--- src/rtl/systolic_pkg.sv ---
// Shared types and helpers for the systolic array and its result drain.
package systolic_pkg;

    typedef enum logic [2:0] {
        IDLE    = 3'd0,
        WAIT    = 3'd1,
        CAPTURE = 3'd2,
        STREAM  = 3'd3,
        DONE    = 3'd4
    } drain_state_t;

    // Cycles from start until the last partial product has settled.
    function automatic int default_lat(input int arow, input int acol, input int bcol);
        return arow + acol + bcol - 1;
    endfunction

    // Index width with a floor of one bit so degenerate 1-wide dimensions still get a port.
    function automatic int idx_w(input int n);
        return (n > 1) ? $clog2(n) : 1;
    endfunction

    // Clamp a sign-extended value into the signed n-bit range; result stays sign-extended.
    function automatic longint sat_to_n(input longint v, input int n);
        longint hi;
        longint lo;
        hi = (longint'(1) <<< (n - 1)) - 64'sd1;
        lo = -(longint'(1) <<< (n - 1));
        if (v > hi) return hi;
        if (v < lo) return lo;
        return v;
    endfunction

endpackage

--- src/rtl/systolic_drain_if.sv ---
// Valid/ready element stream leaving the drain: data plus its row/col coordinates.
interface systolic_drain_if
    import systolic_pkg::*;
#(
    parameter int N    = 16,
    parameter int AROW = 3,
    parameter int BCOL = 3
);
    localparam int RW = idx_w(AROW);
    localparam int CW = idx_w(BCOL);

    logic [2*N-1:0] out_data;
    logic [RW-1:0]  out_row;
    logic [CW-1:0]  out_col;
    logic           out_valid;
    logic           out_ready;
    logic           out_last;

    modport master (output out_data, out_row, out_col, out_valid, out_last,
                    input  out_ready);
    modport slave  (input  out_data, out_row, out_col, out_valid, out_last,
                    output out_ready);
endinterface

--- src/rtl/drain_index_counter.sv ---
// Row-major row/col walker with wrap; last flags the final coordinate of the tile.
module drain_index_counter
    import systolic_pkg::*;
#(
    parameter int ROWS = 3,
    parameter int COLS = 3,
    localparam int RW  = idx_w(ROWS),
    localparam int CW  = idx_w(COLS)
) (
    input  logic          clk,
    input  logic          rst,
    input  logic          clr,
    input  logic          en,
    output logic [RW-1:0] row,
    output logic [CW-1:0] col,
    output logic          last
);
    logic [RW-1:0] row_q, row_d;
    logic [CW-1:0] col_q, col_d;
    logic          row_end, col_end;

    assign row_end = (row_q == RW'(ROWS - 1));
    assign col_end = (col_q == CW'(COLS - 1));

    always_comb begin
        row_d = row_q;
        col_d = col_q;
        if (clr) begin
            row_d = '0;
            col_d = '0;
        end else if (en) begin
            if (col_end) begin
                col_d = '0;
                row_d = row_end ? '0 : row_q + RW'(1);
            end else begin
                col_d = col_q + CW'(1);
            end
        end
    end

    always_ff @(posedge clk) begin
        if (rst) begin
            row_q <= '0;
            col_q <= '0;
        end else begin
            row_q <= row_d;
            col_q <= col_d;
        end
    end

    assign row  = row_q;
    assign col  = col_q;
    assign last = row_end && col_end;

endmodule

--- src/rtl/systolic_drain.sv ---
// Waits out the array latency, snapshots the accumulators and streams them row-major.
// Optional SAT_OUT_EN: shift right by SAT_SHIFT and saturate each element to signed N bits.
module systolic_drain
    import systolic_pkg::*;
#(
    parameter int N    = 16,
    parameter int AROW = 3,
    parameter int BCOL = 3,
    parameter int ACOL = 3,
    parameter int LAT  = default_lat(AROW, ACOL, BCOL)
`ifdef SAT_OUT_EN
    , parameter int SAT_SHIFT = 0
`endif
) (
    input  logic                               clk,
    input  logic                               rst,
    input  logic                               start,
    input  logic [AROW-1:0][BCOL-1:0][2*N-1:0] sys_array,
    systolic_drain_if.master                   out_if,
    output logic                               busy,
    output logic                               done,
    output logic                               array_clr
);
    localparam int DW = 2 * N;
    localparam int RW = idx_w(AROW);
    localparam int CW = idx_w(BCOL);
    localparam int WW = idx_w(LAT);

    drain_state_t                     state_q, state_d;
    logic [WW-1:0]                    wait_cnt_q, wait_cnt_d;
    logic [AROW-1:0][BCOL-1:0][DW-1:0] snap_q, snap_d;
    logic                             array_clr_q, array_clr_d;

    logic [RW-1:0] row;
    logic [CW-1:0] col;
    logic          last;
    logic          hs;
    logic [DW-1:0] elem;

    assign hs = out_if.out_valid && out_if.out_ready;

    drain_index_counter #(
        .ROWS (AROW),
        .COLS (BCOL)
    ) u_idx (
        .clk  (clk),
        .rst  (rst),
        .clr  (state_q == CAPTURE),
        .en   (hs),
        .row  (row),
        .col  (col),
        .last (last)
    );

    always_comb begin
        state_d     = state_q;
        wait_cnt_d  = wait_cnt_q;
        snap_d      = snap_q;
        array_clr_d = 1'b0;
        case (state_q)
            IDLE: begin
                if (start) begin
                    state_d    = WAIT;
                    wait_cnt_d = '0;
                end
            end
            WAIT: begin
                if (wait_cnt_q == WW'(LAT - 1)) state_d = CAPTURE;
                else                            wait_cnt_d = wait_cnt_q + WW'(1);
            end
            CAPTURE: begin
                snap_d      = sys_array;
                array_clr_d = 1'b1;
                state_d     = STREAM;
            end
            STREAM: begin
                if (hs && last) state_d = DONE;
            end
            DONE:    state_d = IDLE;
            default: state_d = IDLE;
        endcase
    end

    always_ff @(posedge clk) begin
        if (rst) begin
            state_q     <= IDLE;
            wait_cnt_q  <= '0;
            snap_q      <= '0;
            array_clr_q <= 1'b0;
        end else begin
            state_q     <= state_d;
            wait_cnt_q  <= wait_cnt_d;
            snap_q      <= snap_d;
            array_clr_q <= array_clr_d;
        end
    end

    // Read side is a pure mux of the frozen snapshot, so stalls cannot disturb the element.
    assign elem = snap_q[row][col];

`ifdef SAT_OUT_EN
    assign out_if.out_data = DW'(sat_to_n(longint'($signed(elem)) >>> SAT_SHIFT, N));
`else
    assign out_if.out_data = elem;
`endif

    assign out_if.out_row   = row;
    assign out_if.out_col   = col;
    assign out_if.out_valid = (state_q == STREAM);
    assign out_if.out_last  = (state_q == STREAM) && last;

    assign busy      = (state_q != IDLE);
    assign done      = (state_q == DONE);
    assign array_clr = array_clr_q;

endmodule

--- src/flat_wrapper.sv ---
// flat-port wrapper written by rule: the top's interface ports become plain ports
module systolic_drain_flat import systolic_pkg::*;
#(
    parameter int N    = 16,
    parameter int AROW = 3,
    parameter int BCOL = 3,
    parameter int ACOL = 3,
    parameter int LAT  = default_lat(AROW, ACOL, BCOL)

)
  (clk, rst, start, sys_array, busy, done, array_clr, out_if_out_data, out_if_out_row, out_if_out_col, out_if_out_valid, out_if_out_last, out_if_out_ready);
  systolic_drain_if #(.N(N), .AROW(AROW), .BCOL(BCOL)) out_if_i ();
  input  logic clk;
  input  logic rst;
  input  logic start;
  input  logic [AROW-1:0][BCOL-1:0][2*N-1:0] sys_array;
  output logic busy;
  output logic done;
  output logic array_clr;
  output wire logic [$bits(out_if_i.out_data)-1:0] out_if_out_data;
  output wire logic [$bits(out_if_i.out_row)-1:0] out_if_out_row;
  output wire logic [$bits(out_if_i.out_col)-1:0] out_if_out_col;
  output wire logic [$bits(out_if_i.out_valid)-1:0] out_if_out_valid;
  output wire logic [$bits(out_if_i.out_last)-1:0] out_if_out_last;
  input wire logic [$bits(out_if_i.out_ready)-1:0] out_if_out_ready;
  assign out_if_out_data = out_if_i.out_data;
  assign out_if_out_row = out_if_i.out_row;
  assign out_if_out_col = out_if_i.out_col;
  assign out_if_out_valid = out_if_i.out_valid;
  assign out_if_out_last = out_if_i.out_last;
  assign out_if_i.out_ready = out_if_out_ready;
  systolic_drain #(.N(N), .AROW(AROW), .BCOL(BCOL), .ACOL(ACOL), .LAT(LAT)) u_core (.clk(clk), .rst(rst), .start(start), .sys_array(sys_array), .out_if(out_if_i), .busy(busy), .done(done), .array_clr(array_clr));
endmodule
--- config.mk ---
export PLATFORM = sky130hd
export DESIGN_NAME = systolic_drain_flat
export DESIGN_NICKNAME = d
export VERILOG_FILES = /design/src/rtl/systolic_pkg.sv /design/src/rtl/systolic_drain_if.sv /design/src/rtl/drain_index_counter.sv /design/src/rtl/systolic_drain.sv /design/src/flat_wrapper.sv
export SDC_FILE = /design/constraint.sdc
export NUM_CORES = 1
export LEC_CHECK = 0
export BUFFER_PORTS_ARGS = -buffer_cell sky130_fd_sc_hd__buf_2
export CAP_MARGIN = 20
export CORE_MARGIN = 2
export CORE_UTILIZATION = 40
export CTS_BUF_LIST = sky130_fd_sc_hd__clkbuf_16
export DETAILED_ROUTE_END_ITERATION = 12
export GPL_ROUTABILITY_DRIVEN = 0
export PLACE_DENSITY = 0.64
export SLEW_MARGIN = 0
export SYNTH_ARGS = -nofsm -noshare
export SYNTH_HDL_FRONTEND = slang
export SYNTH_HIERARCHICAL = 1
export SYNTH_SLANG_ARGS = --single-unit
--- constraint.sdc ---
create_clock -name clk -period 3.98 [get_ports clk]
set_clock_uncertainty 0.05 [all_clocks]
set_input_delay 0.199 -clock clk [delete_from_list [all_inputs] [get_ports clk]]
set_output_delay 0.199 -clock clk [all_outputs]
set_load 0.005 [all_outputs]
# Word-level counts from Yosys, hierarchy flattened
# Index checks and enable logic that the tools add are counted.
# word_totals
reg_bits	299
output_inout_bits	41
# op_classes
add_sub_neg	3
n_lt_le_gt_ge	2
n_eq_ne	11
n_mux	14
n_reduce_logical	11
# ops
cell	count
96-bit binary-select mux with 2-bit select	1
96-bit 2-to-1 mux	1
32-bit binary-select mux with 2-bit select	1
32-bit 2-to-1 mux	1
3-bit 2-to-1 mux	5
3-bit one-hot mux with 4 select lines	1
3-bit by 2-bit == test with 1-bit output (second input constant)	2
3-bit == test (second input constant)	2
2-bit by 3-bit less-than comparator with 1-bit output (second input constant)	2
2-bit != test (second input constant)	3
3-bit one-hot mux with 2 select lines	1
3-bit AND reduction	2
2-bit by 1-bit adder with 2-bit output (second input constant)	2
2-bit == test (second input constant)	2
1-bit logical AND	4
2-bit 2-to-1 mux	2
3-bit by 1-bit adder with 3-bit output (second input constant)	1
3-bit by 1-bit == test with 1-bit output (second input constant)	1
3-bit zero test	1
3-bit nonzero test	1
2-bit by 1-bit != test with 1-bit output (second input constant)	1
2-bit AND reduction	1
2-bit nonzero test	1
2-bit OR reduction	1
1-bit 2-to-1 mux	1

# Longest topological paths before layout
# Gate-level depths: netlist (run 1).
# logic_depth
ltp_word	5
ltp_mapped	7

# Modules after synthesis
# Netlist (run 1), hierarchy kept.
# modules_own_cells
module	n_inst	cells_per_inst	area_each_um2	seq_area_each_um2
systolic_drain	1	1620	12677.2	5905.7
drain_index_counter	1	18	202.7	80.1

# Worst setup path before layout (run 1)
# Ideal clock, no wire load.
# synth_path
path_type	reg2out
startpoint	reg u_core.u_idx.row_q[1], in the netlist u_core/u_idx/row[1]
endpoint	out out_if_out_data[0]
t_arrival_ps	1485
slack_ps	2246
path_stages_with_launch	6
n_path_buf	2
cell_sequence	dfxtp_1 > buf_2 > clkbuf_1 > mux2_2 > a22oi_1 > a21oi_1
# synth_via
elab_chain_len	4
# synth_rtl
item	line	rtl
start, declared	drain_index_counter.sv:18	logic [RW-1:0] row_q, row_d;
start signal, assigned	drain_index_counter.sv:46	row_q <= row_d;
96-bit binary-select mux with 2-bit select	systolic_drain.sv:99	assign elem = snap_q[row][col];
96-bit 2-to-1 mux (not written as such)	systolic_drain.sv:99	
32-bit binary-select mux with 2-bit select	systolic_drain.sv:99	
32-bit 2-to-1 mux (not written as such)	systolic_drain.sv:99	
end, declared	flat_wrapper.sv:20	output wire logic [$bits(out_if_i.out_data)-1:0] out_if_out_data;
# No other way between the ends. The select of a mux whose other input is x is not followed.

# Worst setup path in the final report (run 1)
# layout_path
startpoint	reg u_core.u_idx.col_q[0], in the netlist u_core/u_idx/col[0]
endpoint	out out_if_out_data[11]
# layout_via
elab_chain_len	2
# layout_rtl
item	line	rtl
start, declared	drain_index_counter.sv:19	logic [CW-1:0] col_q, col_d;
start signal, assigned	drain_index_counter.sv:47	col_q <= col_d;
32-bit binary-select mux with 2-bit select	systolic_drain.sv:99	
32-bit 2-to-1 mux (not written as such)	systolic_drain.sv:99	
# No other way between the ends. The select of a mux whose other input is x is not followed.

==> metrics.csv, run 1 <==
stage,metric,value,unit
power,Leakage,6.76,nW
critical_path,Worst setup SP type,flip-flop,
synthesis,Ys Warns,6,
floorplan,Initial Util,40.7,%
critical_path,"Arr. time, crit path",3.01,ns
clock_tree,Max clock buf depth,3,
floorplan,Die ar.,0.0337,sq mm
sta,final slew viol count,0,
sta,Total Neg Setup Slack,0,ns
final_layout,area grow syn2layout,43.9,%
critical_path,r2r startpoint,u_core/state_q[1],
sta,worst slew pin tran,1.03,ns
synthesis,Unique masters post-synth,34,
floorplan,Boundary Pins,333,
routing,vias per cell,5.26,
synthesis,largest area contributor in the netlist,dfxtp_1,
routing,total number of vias,13700,
final_layout,nets@finish,2472,
worst_hold_path,Hold EP,u_core/state_q[0],
status,outcome,completed,
synthesis,top post-synthesis cells by area,"dfxtp_1 (46%), nand2_1 (17%), a21oi_1 (13%)",
synthesis,"FFs w/ async S/R, synth",0,%
clock_tree,clk_lat worst skew,0.50,ns
global_routing,initial antenna violation count,8,
floorplan,Die Width,183,um
critical_path,CP endpoint kind,output pin,
worst_hold_path,WHS Path Cells,4,
global_routing,largest net degree at the start of global routing,143,
routing,wire per inst,18.3,um
worst_hold_path,Worst Hold Class,input port to flip-flop,
synthesis,commonest register cell after synthesis,dfxtp_1,
sta,Slew headroom,31.1,%
sta,fin crit share,82.0,%
routing,Final ANT Viol Nets,0,
sta,Max Fclk,307,MHz
synthesis,Synth top area share,46.5,%
routing,DRC,0,
clock_tree,setup bufs post-CTS,0,
global_routing,GRT Total Usage,27.2,%
place,HPWL after detailed placement,30.9,mm
synthesis,post-synthesis sequential area ratio,46.5,%
clock_tree,H-tree Lvls,2,
synthesis,Mapped Area,0.0129,sq mm
critical_path,CP Max Fanout,59,
synthesis,number of synthesized register bits,299,
sta,RSZ-0062 raised after global routing,no,
routing,DRT iter0 DRCs,1191,
clock_tree,root buffer cell,clkbuf_16,
floorplan,die height,183,um
sta,final setup violation count,0,
routing,Pre-antenna DRT Iters,5,
critical_path,kind of critical path,flip-flop to output pin,
place,IO buf count,332,
power,Power Total,6.63,mW
final_layout,share of cells above drive strength 1,20.0,%
sta,fin crit period,3.26,ns
floorplan,Rows,65,
critical_path,CP required,3.73,ns
global_routing,vias in the first global route,13600,
clock_tree,clock transition at the registers of the reported paths,0.06,ns
clock_tree,Num CTS Buffers,34,
routing,total wire length,47.9,mm
clock_tree,# clock sinks,299,
sta,Final Hold Vio Count,0,
critical_path,reg2reg path depth,5,
worst_hold_path,Hold Crit Start,start,
clock_tree,CTS tree,done,
power,power density over the cells,358,mW/mm^2
clock_tree,post-cts resize count,0,
synthesis,syn_area_per_cell,7.86,sq um
power,maximum VDD drop,236,uV
synthesis,"Net Count, Synth",1932,
synthesis,Post-synth EDFFs,0,
global_routing,first-pass GRT wire length,72.1,mm
global_routing,global route total overflow,0,
critical_path,flop2flop setup slack,1.32,ns
critical_path,Critical R2R Capture,u_core/snap_q[19],
run,max cap viols,0,
synthesis,Mapped Cells,1638,
floorplan,core box area,0.0316,sq mm
## power by group
| group | switching (mW) | internal (mW) |
|---|---|---|
| clock network | 1.22 | 1.96 |
| registers | 0.00273 | 2.99 |
| logic | 0.161 | 0.296 |
| total | 1.38 | 5.25 |
## sequential cells by signal (all words and copies together) (netlist names)
signal             count
u_core/snap_q        288
u_core/array_clr       1
u_core/wait_cnt_q      3
u_core/u_idx/row       2
u_core/state_q         3
u_core/u_idx/col       2
## placed cells by master (no fill, tap or decap), types with 33 or more instances in the layout
cell / synthesis / layout
nor3_1: 33 / 33
buf_2: 48 / 331
dfxtp_1: 299 / 296
nor2_1: 41 / 39
nand2_1: 580 / 580
clkbuf_16: 0 / 38
a21oi_1: 324 / 324
dlygate4sd3_1: 0 / 289
mux2i_1: 96 / 96
## kinds of logic after synthesis
family / synth area share, %
AND/OR/NAND/NOR: 20.8
multiplexers: 10.4
flip-flops: 46.5
buffers and inverters: 5.90
adder cells (fa/ha/maj): 0.194
AO/OA/AOI/OAI: 16.2
## worst max-delay path, cell delays in order (launching register included)
cell	delay [ns]
dfxtp_4	0.99
buf_4	0.34
mux2i_1	0.23
o22ai_1	0.16
nor3_1	0.45
a21oi_1	0.09
buf_2	0.16
## metal layers
metal  vias to the layer above  part of all wire [%]  track usage [%]
met2                       584                    48             46.4
met4                         2                   5.5             14.8
met5                         -                 0.027                0
met3                       163                   5.8             3.76
met1                      6395                    41             33.4
li1                       6585                     -                -
## how the worst max path moves through the flow
stage	startpoint	to	slack, ns
after floorplan	u_core/u_idx/row[1]	out_if_out_data[0]	2.25
after global placement	u_core/u_idx/col[0]	out_if_out_data[11]	1.35
after detailed placement	u_core/u_idx/col[0]	out_if_out_data[11]	1.30
after CTS	u_core/u_idx/col[0]	out_if_out_data[11]	0.75
after global routing	u_core/u_idx/col[0]	out_if_out_data[27]	0.59
final	u_core/u_idx/col[0]	out_if_out_data[11]	0.72
## synth_stat cells, types with 3 or more instances
| cell | count |
|---|---|
| a22oi_1 | 32 |
| nor2_1 | 41 |
| mux2_2 | 32 |
| nand2_1 | 580 |
| buf_2 | 48 |
| nor3b_1 | 3 |
| nor3_1 | 33 |
| clkbuf_1 | 62 |
| dfxtp_1 | 299 |
| buf_6 | 23 |
| a21oi_1 | 324 |
| mux2i_1 | 96 |
| o22ai_1 | 32 |
| nand2b_1 | 3 |
| buf_4 | 3 |
## metrics by stage
step | util [%] | area (sq um) | worst slack [ns] | instances | hold WS [ns]
finish | 58.6 | 18500 | 0.718 | 2610 | 0.0686
global route | 58.6 | 18500 | 0.587 | 2609 | 0.0919
CTS | 58.5 | 18500 | 0.753 | 2602 | 0.0456
detailed placement | 45.8 | 14500 | 1.30 | 2255 | 0.396
global placement | 45.8 | 14500 | 1.35 | 2255 | 0.389
floorplan | - | 12900 | 2.25 | 1638 | 0.214
## layout make-up
class	instances	area [sq um]
diodes	8	20.0
clock buffers	38	951
clock inverters	20	185
fillers	2758	13100
inverters	1	11.3
multi-input cells	1202	6140
flip-flops and latches	299	5990
well taps	402	503
repair buffers	640	4730
## what timing repair did
| action | 4_1_cts | 5_1_grt |
|---|---|---|
| setup endpoints to repair | 0 | 0 |
| hold buffers | 289 | 0 |
| hold endpoints to repair | 289 | 0 |
No activity file was read; power rests on OpenSTA's default activity.
==> inputs of run 2 (changes only) <==
--- a/config.mk
+++ b/config.mk
@@ -12,7 +12,7 @@
 export CTS_BUF_LIST = sky130_fd_sc_hd__clkbuf_16
 export DETAILED_ROUTE_END_ITERATION = 12
 export GPL_ROUTABILITY_DRIVEN = 0
-export PLACE_DENSITY = 0.64
+export PLACE_DENSITY = 0.67
 export SLEW_MARGIN = 0
 export SYNTH_ARGS = -nofsm -noshare
 export SYNTH_HDL_FRONTEND = slang
==> constraint.sdc (replaced) <==
create_clock -name clk -period 3 [get_ports clk]
set_clock_uncertainty 0.05 [all_clocks]
set_input_delay 0.15 -clock clk [delete_from_list [all_inputs] [get_ports clk]]
set_output_delay 0.15 -clock clk [all_outputs]
set_load 0.005 [all_outputs]
==> run 2 against run 1 <==
Against the previous run:
- cell count is 0.23% higher
- clock power up 24%
- via count is essentially flat
- worst setup slack got worse by 0.55 ns
- wire length increased by 1.6%
- die area unchanged
- critical endpoint unchanged
- critical path depth shrank 1
==> metrics.csv, run 2 (same netlist as run 1, synthesis figures left out) <==
stage,metric,value,unit
critical_path,CP Max Fanout,32,
power,maximum VDD drop,437,uV
final_layout,area of the multi-input gates,0.00614,sq mm
final_layout,fillers,2694,
final_layout,"commonest non-fill, non-tap cells in the layout","nand2_1 (580), buf_2 (331), a21oi_1 (324), dfxtp_1 (296), dlygate4sd3_1 (290)",
sta,Max Fclk,354,MHz
place,HPWL after detailed placement,30.8,mm
power,clock power share,46.1,%
power,power density over the cells,458,mW/mm^2
global_routing,vias in the first global route,13800,
place,IO buf count,332,
clock_tree,H-tree Lvls,1,
critical_path,kind of critical path,flip-flop to output pin,
power,Leakage,6.74,nW
power,Power Total,8.50,mW
final_layout,Regs by FF count,"u_core/snap_q x288, u_core/state_q x3, u_core/wait_cnt_q x3",
final_layout,area grow syn2layout,44.2,%
clock_tree,# clock sinks,299,
routing,total wire length,48.7,mm
sta,worst slew pin tran,0.821,ns
floorplan,Initial Util,40.7,%
sta,final setup violation count,0,
routing,total number of vias,13700,
power,Cell Int Power,6.70,mW
global_routing,GRT Total Usage,27.6,%
power,Switching Fraction,21.1,%
routing,DRT iter0 DRCs,1082,
global_routing,first-pass GRT wire length,72.9,mm
sta,fin crit share,94.2,%
final_layout,nets@finish,2475,
status,outcome,completed,
global_routing,busiest grt layer,met2,
routing,Final ANT Viol Nets,0,
critical_path,CP required,2.80,ns
floorplan,Die Width,183,um
critical_path,"Arr. time, crit path",2.63,ns
critical_path,Worst setup SP type,flip-flop,
final_layout,Reg area,0.00599,sq mm
sta,fin crit period,2.83,ns
global_routing,GR Layer Usage met1,32.4,%
sta,Slew headroom,45.3,%
clock_tree,CTS tree,done,
clock_tree,Num CTS Buffers,31,
global_routing,met2 usage in global routing,47.3,%
routing,DRC,0,
global_routing,M3 GR Usage,4.36,%
power,Flop pwr share,46.8,%
critical_path,flop2flop setup slack,0.93,ns
clock_tree,root buffer cell,clkbuf_16,
sta,RSZ-0062 raised after global routing,no,
floorplan,Die ar.,0.0337,sq mm
clock_tree,clk_lat worst skew,0.55,ns
final_layout,Largest Register,u_core/snap_q,
power,switching power,1.80,mW
final_layout,share of cells above drive strength 1,20.0,%
final_layout,"Core Util, Final",58.7,%
global_routing,largest net degree at the start of global routing,162,
critical_path,CP endpoint kind,output pin,
place,DP Worst Slack,0.605,ns
clock_tree,post-cts resize count,0,
global_routing,global route total overflow,0,
sta,final slew viol count,0,
floorplan,die height,183,um
floorplan,Boundary Pins,333,
clock_tree,clock transition at the registers of the reported paths,0.06,ns
global_routing,initial antenna violation count,9,
power,Logic pwr share,7.1,%
routing,wire per inst,18.6,um
final_layout,max FFs per register,288,
worst_hold_path,Worst Hold Class,input port to flip-flop,
sta,post-route setup slack,0.173,ns
clock_tree,Max clock buf depth,3,
routing,Pre-antenna DRT Iters,5,
floorplan,core box area,0.0316,sq mm
sta,Final Hold Vio Count,0,
sta,worst hold margin,0.0594,ns
floorplan,Rows,65,
final_layout,"most common cell after layout, fill and taps aside",nand2_1,
sta,Total Neg Setup Slack,0,ns
run,max cap viols,0,
routing,vias per cell,5.25,
## run 2: cell count changes in the layout (fill, tap and decap cells not counted)
cell | before | now
clkinv_1 | 4 | 11
diode_2 | 8 | 11
clkinvlp_4 | 0 | 2
buf_12 | 2 | 9
clkbuf_16 | 38 | 32
inv_1 | 8 | 3
clkinv_2 | 4 | 2
dlygate4sd3_1 | 289 | 290
buf_4 | 17 | 15
bufinv_16 | 4 | 5
## run 2: cell type report
| cell class | count | share of cell area [%] |
|---|---|---|
| antenna | 11 | 0.148 |
| multi-input combinational | 1202 | 33.1 |
| tap | 402 | 2.71 |
| clock inverter | 23 | 1.23 |
| sequential | 299 | 32.3 |
| inverter | 1 | 0.0606 |
| clock buffer | 32 | 4.31 |
| timing repair buffer | 646 | 26.2 |
## run 2: final timing paths
check	cells after the start	startpoint	to
worst max-delay path	5	u_core/u_idx/row[0]	out_if_out_data[11]
worst min register to register	2	u_core/snap_q[89]	u_core/snap_q[89]
worst min-delay path	2	rst	u_core/wait_cnt_q[0]
worst max register to register	5	u_core/state_q[1]	u_core/snap_q[117]
## run 2: what timing repair did
item | in CTS | in global routing
setup buffers | 0 | 1
endpoints found under the hold margin | 291 | 0
setup endpoints to repair | 0 | 1
hold buffers | 290 | 0
## run 2: metal layers
layer,vias to the layer above,routed length [um],part of all wire [%]
met3,182,3180,6.5
met1,6363,19100,39
li1,6583,-,-
met2,596,23500,48
met5,-,0,0
met4,0,2930,6.0
## run 2: critical path, cell delays in order, from the launching register on
cell	delay, ns
dfxtp_1	0.48
or2_2	0.59
o22ai_1	0.26
nor3_1	0.48
a21oi_1	0.09
buf_2	0.16
## run 2: metrics by stage
stage               std cells  instance area (sq um)
CTS                      2604                  18500
global placement         2259                  14600
finish                   2616                  18600
detailed placement       2259                  14600
floorplan                1638                  12900
global route             2614                  18600
## run 2: power by group through the flow
stage / logic (mW) / clock network (mW) / registers, mW
final: 0.605 / 3.92 / 3.97
after global routing: 0.642 / 4.16 / 3.97
after CTS: 0.580 / 3.98 / 3.97
after detailed placement: 0.287 / 0 / 4.06
after global placement: 0.285 / 0 / 4.06
after floorplan: 0.0689 / 0 / 4.06
